`src/rtl/gpio_host_master_if.sv`:
```
// Command handshake bundle between a command source and gpio_host_master.
// master: drives cmd_valid/cmd_ctrl/cmd_data/cmd_rst, observes cmd_ready.
// slave:  observes the command fields, drives cmd_ready.
interface gpio_host_master_if #(
    parameter int DATA_LEN = 24
);
    logic                cmd_valid;
    logic                cmd_ready;
    logic [2:0]          cmd_ctrl;
    logic [DATA_LEN-1:0] cmd_data;
    logic                cmd_rst;

    modport master (
        output cmd_valid, cmd_ctrl, cmd_data, cmd_rst,
        input  cmd_ready
    );

    modport slave (
        input  cmd_valid, cmd_ctrl, cmd_data, cmd_rst,
        output cmd_ready
    );
endinterface

```
`src/rtl/gpio_host_master.sv`:
```
// Host-side initiator for the 32-bit GPIO command link into the conv accelerator.
// Sequences each command as setup (valid=0), strobe (valid=1), release (valid=0).
// Ports:
//   i_CLK, i_reset       clock, synchronous active-high reset
//   cmd (slave)          command handshake: valid/ready, ctrl, data, rst
//   o_gpio_o_data        word to accelerator {ctrl,valid,3'b0,data,rst}
//   i_gpio_i_data        word from accelerator
//   o_rsp_valid          1-cycle pulse after a Data_request completes
//   o_rsp_data           captured return word
//   o_busy               high whenever a command is in flight
module gpio_host_master #(
    parameter int GPIO_D      = 32,
    parameter int DATA_LEN    = 24,
    parameter int GAP_CYCLES  = 2,
    parameter int HOLD_CYCLES = 4
) (
    input  logic              i_CLK,
    input  logic              i_reset,
    gpio_host_master_if.slave cmd,
    output logic [GPIO_D-1:0] o_gpio_o_data,
    input  logic [GPIO_D-1:0] i_gpio_i_data,
    output logic              o_rsp_valid,
    output logic [GPIO_D-1:0] o_rsp_data,
    output logic              o_busy
);
    localparam int MAXC = (GAP_CYCLES > HOLD_CYCLES) ? GAP_CYCLES : HOLD_CYCLES;
    localparam int CW   = $clog2(MAXC + 1);

    localparam logic [CW-1:0] GAP_LOAD  = CW'(GAP_CYCLES - 1);
    localparam logic [CW-1:0] HOLD_LOAD = CW'(HOLD_CYCLES - 1);
    localparam logic [2:0]    CTRL_DREQ = 3'd3;

    typedef enum logic [1:0] {
        IDLE    = 2'd0,
        SETUP   = 2'd1,
        STROBE  = 2'd2,
        RELEASE = 2'd3
    } state_t;

    state_t              r_state;
    state_t              w_state_nxt;
    logic [CW-1:0]       r_cnt;
    logic [CW-1:0]       w_cnt_nxt;
    logic [2:0]          r_ctrl;
    logic                r_valid;
    logic [DATA_LEN-1:0] r_data;
    logic                r_rst;
    logic                r_rsp_valid;
    logic [GPIO_D-1:0]   r_rsp_data;
    logic                w_accept;
    logic                w_last_rel;

    always_comb begin
        w_state_nxt = r_state;
        w_cnt_nxt   = r_cnt;
        w_accept    = 1'b0;
        w_last_rel  = 1'b0;
        unique case (r_state)
            IDLE: begin
                w_accept = cmd.cmd_valid;
                if (cmd.cmd_valid) begin
                    w_state_nxt = SETUP;
                    w_cnt_nxt   = GAP_LOAD;
                end
            end
            SETUP: begin
                if (r_cnt == '0) begin
                    w_state_nxt = STROBE;
                    w_cnt_nxt   = HOLD_LOAD;
                end else begin
                    w_cnt_nxt = r_cnt - 1'b1;
                end
            end
            STROBE: begin
                if (r_cnt == '0) begin
                    w_state_nxt = RELEASE;
                    w_cnt_nxt   = GAP_LOAD;
                end else begin
                    w_cnt_nxt = r_cnt - 1'b1;
                end
            end
            RELEASE: begin
                if (r_cnt == '0) begin
                    w_state_nxt = IDLE;
                    w_cnt_nxt   = '0;
                    w_last_rel  = 1'b1;
                end else begin
                    w_cnt_nxt = r_cnt - 1'b1;
                end
            end
        endcase
    end

    always_ff @(posedge i_CLK) begin
        if (i_reset) begin
            r_state     <= IDLE;
            r_cnt       <= '0;
            r_ctrl      <= 3'd0;
            r_valid     <= 1'b0;
            r_data      <= '0;
            r_rst       <= 1'b1;
            r_rsp_valid <= 1'b0;
            r_rsp_data  <= '0;
        end else begin
            r_state <= w_state_nxt;
            r_cnt   <= w_cnt_nxt;
            // valid is registered so it rises/falls exactly on STROBE entry/exit
            r_valid <= (w_state_nxt == STROBE);
            if (w_accept) begin
                r_ctrl <= cmd.cmd_ctrl;
                r_data <= cmd.cmd_data;
                r_rst  <= cmd.cmd_rst;
            end
            r_rsp_valid <= w_last_rel && (r_ctrl == CTRL_DREQ);
            if (w_last_rel && (r_ctrl == CTRL_DREQ))
                r_rsp_data <= i_gpio_i_data;
        end
    end

    // ctrl/data/rst persist in IDLE; the accelerator's run mode relies on it
    assign o_gpio_o_data = {r_ctrl, r_valid, 3'b000, r_data, r_rst};
    assign cmd.cmd_ready = (r_state == IDLE) && !i_reset;
    assign o_rsp_valid   = r_rsp_valid;
    assign o_rsp_data    = r_rsp_data;
    assign o_busy        = (r_state != IDLE);
endmodule

```
`src/flat_wrapper.sv`:
```
// flat-port wrapper written by rule: the top's interface ports become plain ports
module gpio_host_master_flat 
#(
    parameter int GPIO_D      = 32,
    parameter int DATA_LEN    = 24,
    parameter int GAP_CYCLES  = 2,
    parameter int HOLD_CYCLES = 4
)
  (i_CLK, i_reset, o_gpio_o_data, i_gpio_i_data, o_rsp_valid, o_rsp_data, o_busy, cmd_cmd_valid, cmd_cmd_ctrl, cmd_cmd_data, cmd_cmd_rst, cmd_cmd_ready);
  gpio_host_master_if #(.DATA_LEN(DATA_LEN)) cmd_i ();
  input  logic i_CLK;
  input  logic i_reset;
  output logic [GPIO_D-1:0] o_gpio_o_data;
  input  logic [GPIO_D-1:0] i_gpio_i_data;
  output logic o_rsp_valid;
  output logic [GPIO_D-1:0] o_rsp_data;
  output logic o_busy;
  input wire logic [$bits(cmd_i.cmd_valid)-1:0] cmd_cmd_valid;
  input wire logic [$bits(cmd_i.cmd_ctrl)-1:0] cmd_cmd_ctrl;
  input wire logic [$bits(cmd_i.cmd_data)-1:0] cmd_cmd_data;
  input wire logic [$bits(cmd_i.cmd_rst)-1:0] cmd_cmd_rst;
  output wire logic [$bits(cmd_i.cmd_ready)-1:0] cmd_cmd_ready;
  assign cmd_i.cmd_valid = cmd_cmd_valid;
  assign cmd_i.cmd_ctrl = cmd_cmd_ctrl;
  assign cmd_i.cmd_data = cmd_cmd_data;
  assign cmd_i.cmd_rst = cmd_cmd_rst;
  assign cmd_cmd_ready = cmd_i.cmd_ready;
  gpio_host_master #(.GPIO_D(GPIO_D), .DATA_LEN(DATA_LEN), .GAP_CYCLES(GAP_CYCLES), .HOLD_CYCLES(HOLD_CYCLES)) u_core (.i_CLK(i_CLK), .i_reset(i_reset), .cmd(cmd_i), .o_gpio_o_data(o_gpio_o_data), .i_gpio_i_data(i_gpio_i_data), .o_rsp_valid(o_rsp_valid), .o_rsp_data(o_rsp_data), .o_busy(o_busy));
endmodule
```
`config.mk`:
```
export PLATFORM = sky130hd
export DESIGN_NAME = gpio_host_master_flat
export DESIGN_NICKNAME = d
export VERILOG_FILES = /design/src/rtl/gpio_host_master_if.sv /design/src/rtl/gpio_host_master.sv /design/src/flat_wrapper.sv
export SDC_FILE = /design/constraint.sdc
export NUM_CORES = 1
export LEC_CHECK = 0
export ABC_AREA = 1
export CAP_MARGIN = 40
export CORE_ASPECT_RATIO = 1.25
export CORE_MARGIN = 8
export CORE_UTILIZATION = 44
export CTS_CLUSTER_SIZE = 14
export DETAILED_ROUTE_END_ITERATION = 10
export PLACE_DENSITY = 0.91
export SYNTH_ARGS = -nofsm -noshare
export SYNTH_HDL_FRONTEND = slang
export SYNTH_SLANG_ARGS = --single-unit
```
`constraint.sdc`:
```
create_clock -name i_CLK -period 1.9 [get_ports i_CLK]
set_input_delay 0.475 -clock i_CLK [delete_from_list [all_inputs] [get_ports i_CLK]]
set_output_delay 0.475 -clock i_CLK [all_outputs]
set_load 0.05 [all_outputs]
```
==> summary.txt, run 1 <==
register area share after synthesis: 49.7%
critical path class: flip-flop to output pin
Setup WS pre-CTS: 0.115 ns
outcome: finished clean
flops & latches, synth: 67
chip width: 86.0 um
Sink Count: 67
chip height: 104 um
CTS Root Cell: clkbuf_8
ratio of cells with drive above 1 in the final layout: 19.7%
final worst slack: 0.132 ns
DR iter-0 viols: 189
grt total ovfl: 0
post-route ant nets: 0
Initial Utilization: 44.6%
critical path cell sequence: nor2_4 -> inv_2 -> nor2_1 -> buf_12
DRC violations left: 0
die area: 8910 sq um
P_leak: 0.00192 uW
mux contribution to synthesized area: 0%
most frequent cells in the layout: 123 x nor2_1, 69 x buf_4, 67 x dfxtp_1, 62 x clkdlybuf4s50_1, 44 x nand2_1
Mapped Avg Cell Area: 7.08 sq um
Largest stage delay, worst path: 0.37 ns
clock skew: 0.00904 ns
Synth area leader: dfxtp_1
Final TNS setup: 0 ns
cts hold-fix bufs: 0
adder and majority gate portion of the synthesized area: 0%
MaxCap Viol Count: 0
TritonCTS buffer count: 9
fmax: 565 MHz
CP Capture Type: output pin
antenna cell count: 0
Filler Cells Inserted: 499
Worst Path Required: 1.42 ns
power density cells: 967 nW/um^2
period utilization: 93.1%
DR WL/cell: 12.9 um
vias in the first global route: 2617
initial antenna violation count: 0
Setup Viol. Count Final: 0
Synth Area in XOR/XNOR: 0%
CP Max Fanout: 5
GP Congestion: 0.802
main combinational cell family by area after synthesis: simple AND/OR/NAND/NOR gates
Tot GR Track Use: 17.0%
synthesized area: 2700 sq um
Max IR drop VDD: 0.000722 V
min Tclk post-route: 1.77 ns
htree depth: 3
Yosys warnings: 0
Final HPWL DP: 5730 um
most common cell after layout, fill and taps aside: nor2_1
Hold Crit Class: flip-flop to flip-flop
drt total wl: 7650 um
Final #Nets: 566
post-CTS sizing: 0
delay-heaviest family, CP: flip-flops
area grow syn2layout: 51.0%
Synth top area share: 49.7%
ranking of synthesized cells by area: dfxtp_1 50%, nor2_1 17%, nand3_1 7.2%
Startpoint Class: flip-flop
CP max stage cell: dfxtp_1
crit path DAT: 1.29 ns
post-synthesis instance total: 381
compound-cell area share of the yosys netlist: 5.75%
CP bufs+invs: 2
Synth Area in Simple Gates: 32.8%
vias per cell: 4.65
Final Hold Viols: 0
IO buf count: 126
first-pass GRT wire length: 12400 um
post-CTS setup buffers: 0
synth unique cells: 21
unrepaired setup endpoints after global routing: false
largest net degree at the start of global routing: 33
clock slew at reported path FFs: 0.07 ns
core box area: 6050 sq um
CTS tree: done
Bufs on Longest Clock Path: 2
detailed-route via count: 2756
clk_lat worst skew: 0.33 ns
Max Slew Vio Count: 0
Initial DRT Pass Iterations: 5
Core Rows: 32
I/O Pins: 130
report_power, final:
group / internal (uW) / total, uW / switching [uW]
Clock: 736 / 1250 / 514
Combinational: 400 / 1110 / 708
Sequential: 1510 / 1580 / 69.6
Total: 2650 / 3940 / 1290
stage by stage:
stage	area (sq um)	hold slack, ns	total power [uW]	instances	utilization (%)
floorplan	2710	0.443	2320	383	-
CTS	4070	0.487	3970	593	67.3
detailed placement	3860	0.473	2720	577	63.8
global route	4070	0.505	4130	593	67.4
global placement	3860	0.456	2700	577	63.8
finish	4070	0.483	3940	593	67.4
sequential cells by signal, summed over array words and instances (netlist names):
| signal | flops |
|---|---|
| u_core.r_data | 24 |
| u_core.r_rst | 1 |
| u_core.o_rsp_valid | 1 |
| u_core.o_rsp_data | 32 |
| u_core.r_cnt | 3 |
| u_core.r_ctrl | 3 |
| u_core.r_valid | 1 |
| u_core.r_state | 2 |
metal layers:
metal / track usage [%] / wire (um)
met2: 28.7 / 3840
met4: 6.03 / 65
met1: 18.2 / 3010
met3: 7.59 / 740
met5: 0 / 0
worst reg2reg max path, delay by kind of cell, from the launching register on:
family / cells / cell delay [ns]
buf+inv: 2 / 0.38
flops: 1 / 0.44
simple gates: 5 / 0.53
cell usage after synthesis:
cell and count:
a21oi_1 3, clkinv_2 1, nand3_2 1, inv_1 36, o21ai_0 7, buf_1 4, nor3_1 1, nor2_1 123
nor2_2 3, nor2_4 2, nand2_1 44, clkbuf_1 5, buf_2 6, o21ai_1 21, buf_6 3, nand2_2 1
dfxtp_1 67, inv_2 6, conb_1 1, nand3_1 39, buf_4 7
worst paths after layout:
| check | from | to | slack [ns] | depth (start not counted) |
|---|---|---|---|---|
| max | u_core.r_state[0] | cmd_cmd_ready | 0.13 | 4 |
| min | u_core.r_data[0] | u_core.r_data[0] | 0.48 | 2 |
| max reg2reg | u_core.r_state[0] | u_core.o_rsp_data[28] | 0.51 | 7 |
| min reg2reg | u_core.r_data[0] | u_core.r_data[0] | 0.48 | 2 |
kinds of logic (layout without fill, tap and decap cells):
kind of cell,after synthesis,count (layout)
DFF,67,67
and+or+nand+nor,214,214
AOI/OAI and AO/OA,31,31
buffers and inverters,68,193
other,1,3
area by class of cell:
type | instances | area, sq um | share of cell area (%)
clock buffers | 11 | 131 | 3.22
clock inverters | 5 | 77.6 | 1.90
well taps | 85 | 106 | 2.61
inverters | 43 | 163 | 3.99
repair buffers | 134 | 1200 | 29.4
multi-input cells | 248 | 1060 | 25.9
flip-flops and latches | 67 | 1340 | 32.9
Note: power is estimated with default switching activity, not from simulation.
==> run 2, diff against run 1 <==
--- a/config.mk
+++ b/config.mk
@@ -9,10 +9,11 @@
 export CAP_MARGIN = 40
 export CORE_ASPECT_RATIO = 1.25
 export CORE_MARGIN = 8
-export CORE_UTILIZATION = 44
+export CORE_UTILIZATION = 40
 export CTS_CLUSTER_SIZE = 14
 export DETAILED_ROUTE_END_ITERATION = 10
-export PLACE_DENSITY = 0.91
+export PLACE_DENSITY = 0.84
+export SLEW_MARGIN = 20
 export SYNTH_ARGS = -nofsm -noshare
 export SYNTH_HDL_FRONTEND = slang
 export SYNTH_SLANG_ARGS = --single-unit
==> run 2 against run 1 <==
Clock power about the same. Global-route usage down 1.2 points. Utilization shrank 5.1 points. Sequential power about the same. Combinational power is essentially flat. Non-clock buffer count up 1. Sequential share of layout area is 0.10 points lower. Register-to-register slack got worse by 0.06 ns. Maximum frequency up 2.2%. Routed wire length decreased by 1.2%. First-iteration DRC count down 33%. Critical endpoint unchanged.
==> summary.txt, run 2 (same netlist as run 1, synthesis figures left out) <==
outcome: finished clean
ratio of cells with drive above 1 in the final layout: 20.0% (+0.35 points)
Filler Cells Inserted: 582 (+17%)
DR iter-0 viols: 127 (-33%)
reg-to-reg endpoint: u_core.o_rsp_data[25]
critical path cell sequence: clkdlybuf4s50_1 -> nor2_2 -> buf_12
final core utilization: 62.2% (-5.1 points)
core box area: 6570 sq um (+8.6%)
critical path class: input port to output pin
cells on worst reg2reg path: 7 (unchanged)
cts hold-fix bufs: 0 (unchanged)
antenna cell count: 0 (unchanged)
crit path to: cmd_cmd_ready
max reg flops: 32 (unchanged)
CTS Root Cell: clkbuf_8
Placed Area: 3870 sq um (+0.26%)
Final Hold Viols: 0 (unchanged)
Core Rows: 33 (+3.1%)
chip width: 89.5 um (+4.0%)
R2R Path Start: u_core.r_state[0]
vias in the first global route: 2672 (+2.1%)
detailed-route via count: 2700 (-2.0%)
Largest stage delay, worst path: 0.46 ns (+0.09 ns)
DRC violations left: 0 (unchanged)
Max IR drop VDD: 0.000676 V (-6.3%)
CP Capture Type: output pin
power share of the combinational group: 28.0% (about the same)
Initial DRT Pass Iterations: 4 (-1)
IO buf count: 126 (unchanged)
TritonCTS buffer count: 9 (unchanged)
CP Max Fanout: 2 (-3)
most frequent cells in the layout: 122 x nor2_1, 70 x buf_4, 67 x dfxtp_1, 62 x clkdlybuf4s50_1, 44 x nand2_1
clk_lat worst skew: 0.33 ns (about the same)
Startpoint Class: input port
Bufs on Longest Clock Path: 2 (unchanged)
MaxCap Viol Count: 0 (unchanged)
Final #Nets: 567 (+0.18%)
Clock Power Share: 31.7% (about the same)
Hold Crit Class: flip-flop to flip-flop
fmax: 578 MHz (+2.2%)
P_leak: 0.00192 uW (+0.21%)
first-pass GRT wire length: 12000 um (-3.3%)
clock slew at reported path FFs: 0.07 ns (about the same)
Final HPWL DP: 5700 um (-0.50%)
crit path from: i_reset
clock skew: 0.00989 ns (+0.000849 ns)
CP max stage cell: clkdlybuf4s50_1
switching pwr: 1290 uW (-0.39%)
crit path DAT: 1.26 ns (-0.03 ns)
most common cell after layout, fill and taps aside: nor2_1
min Tclk post-route: 1.73 ns (-0.0373 ns)
area grow syn2layout: 51.5%
power density cells: 963 nW/um^2 (-0.48%)
Tot GR Track Use: 15.9% (-1.2 points)
period utilization: 91.1% (-2.0 points)
I/O Pins: 130 (unchanged)
Post-Layout Inst Area: 4090 sq um (+0.31%)
chip height: 108 um (+4.1%)
Final TNS setup: 0 ns (unchanged)
die area: 9640 sq um (+8.3%)
post-route ant nets: 0 (unchanged)
largest net degree at the start of global routing: 33 (unchanged)
initial antenna violation count: 0 (unchanged)
Int Pwr: 2650 uW (about the same)
Worst Path Required: 1.42 ns (about the same)
sequential power share: 40.3% (about the same)
setup slack, reg-to-reg: 0.45 ns (-0.06 ns)
CTS tree: done
Setup Viol. Count Final: 0 (unchanged)
Sink Count: 67 (unchanged)
GP Congestion: 0.703 (-12%)
drt total wl: 7560 um (-1.2%)
unrepaired setup endpoints after global routing: false
htree depth: 3 (unchanged)
vias per cell: 4.53 (-2.5%)
DR WL/cell: 12.7 um (-1.7%)
grt total ovfl: 0 (unchanged)
Max Slew Vio Count: 0 (unchanged)
Initial Utilization: 41.1% (-3.5 points)
Net Sw Frac: 32.7% (-0.072 points)
[run 2: cell types whose count changed in the layout (fill, tap and decap cells not counted), sizes merged]
cell / change
buf: +1
[run 2: repair_timing]
action,in CTS,in global routing
setup endpoints to repair,0,1
resized for setup,0,2
setup buffers,0,0
[run 2: cell type report]
type | count | area (sq um) | share of cell area, %
multi-input combinational | 248 | 1060 | 25.9
clock inverter | 5 | 77.6 | 1.90
clock buffer | 11 | 131 | 3.21
tap | 87 | 109 | 2.66
timing repair buffer | 135 | 1210 | 29.5
sequential | 67 | 1340 | 32.8
inverter | 43 | 163 | 3.98
[run 2: critical path: cells and delay by family]
kind / cells / cell delay, ns
buffers and inverters: 2 / 0.61
AND/OR/NAND/NOR: 1 / 0.17
[run 2: power by group through the flow]
| stage | combinational (uW) | sequential [uW] | clock (uW) |
|---|---|---|---|
| after detailed placement | 1100 | 1610 | 0 |
| after global placement | 1090 | 1610 | 0 |
| final | 1100 | 1580 | 1250 |
| after global routing | 1190 | 1600 | 1350 |
| after floorplan | 413 | 1900 | 0 |
| after CTS | 1110 | 1580 | 1290 |
[run 2: how the worst min path moves through the flow]
| stage | from | endpoint | cells after the start |
|---|---|---|---|
| 2_1_floorplan | u_core.r_rst | u_core.r_rst | 2 |
| 3_3_place_gp | u_core.r_rst | u_core.r_rst | 2 |
| 5_1_grt | u_core.o_rsp_data[13] | u_core.o_rsp_data[13] | 2 |
| 4_1_cts | u_core.o_rsp_data[31] | u_core.o_rsp_data[31] | 2 |
| 3_5_place_dp | u_core.r_data[17] | u_core.r_data[17] | 2 |
| 6_report | u_core.o_rsp_data[31] | u_core.o_rsp_data[31] | 2 |
[run 2: through the flow]
step	setup slack (ns)	instances	total power, uW	hold slack, ns
6_report	0.169	596	3930	0.484
3_3_place_gp	0.157	580	2700	0.458
3_5_place_dp	0.132	580	2720	0.474
4_1_cts	0.0211	596	3980	0.488
5_1_grt	0.0869	596	4140	0.507
2_1_floorplan	0.0722	383	2320	0.443
[run 2: metal layers]
metal | vias up | share of wire (%) | track usage, %
met3 | 9 | 9.2 | 5.58
li1 | 1398 | - | -
met1 | 1204 | 41 | 16.5
met2 | 89 | 49 | 27.6
met4 | 0 | 1.4 | 7.15
met5 | - | 0 | 0
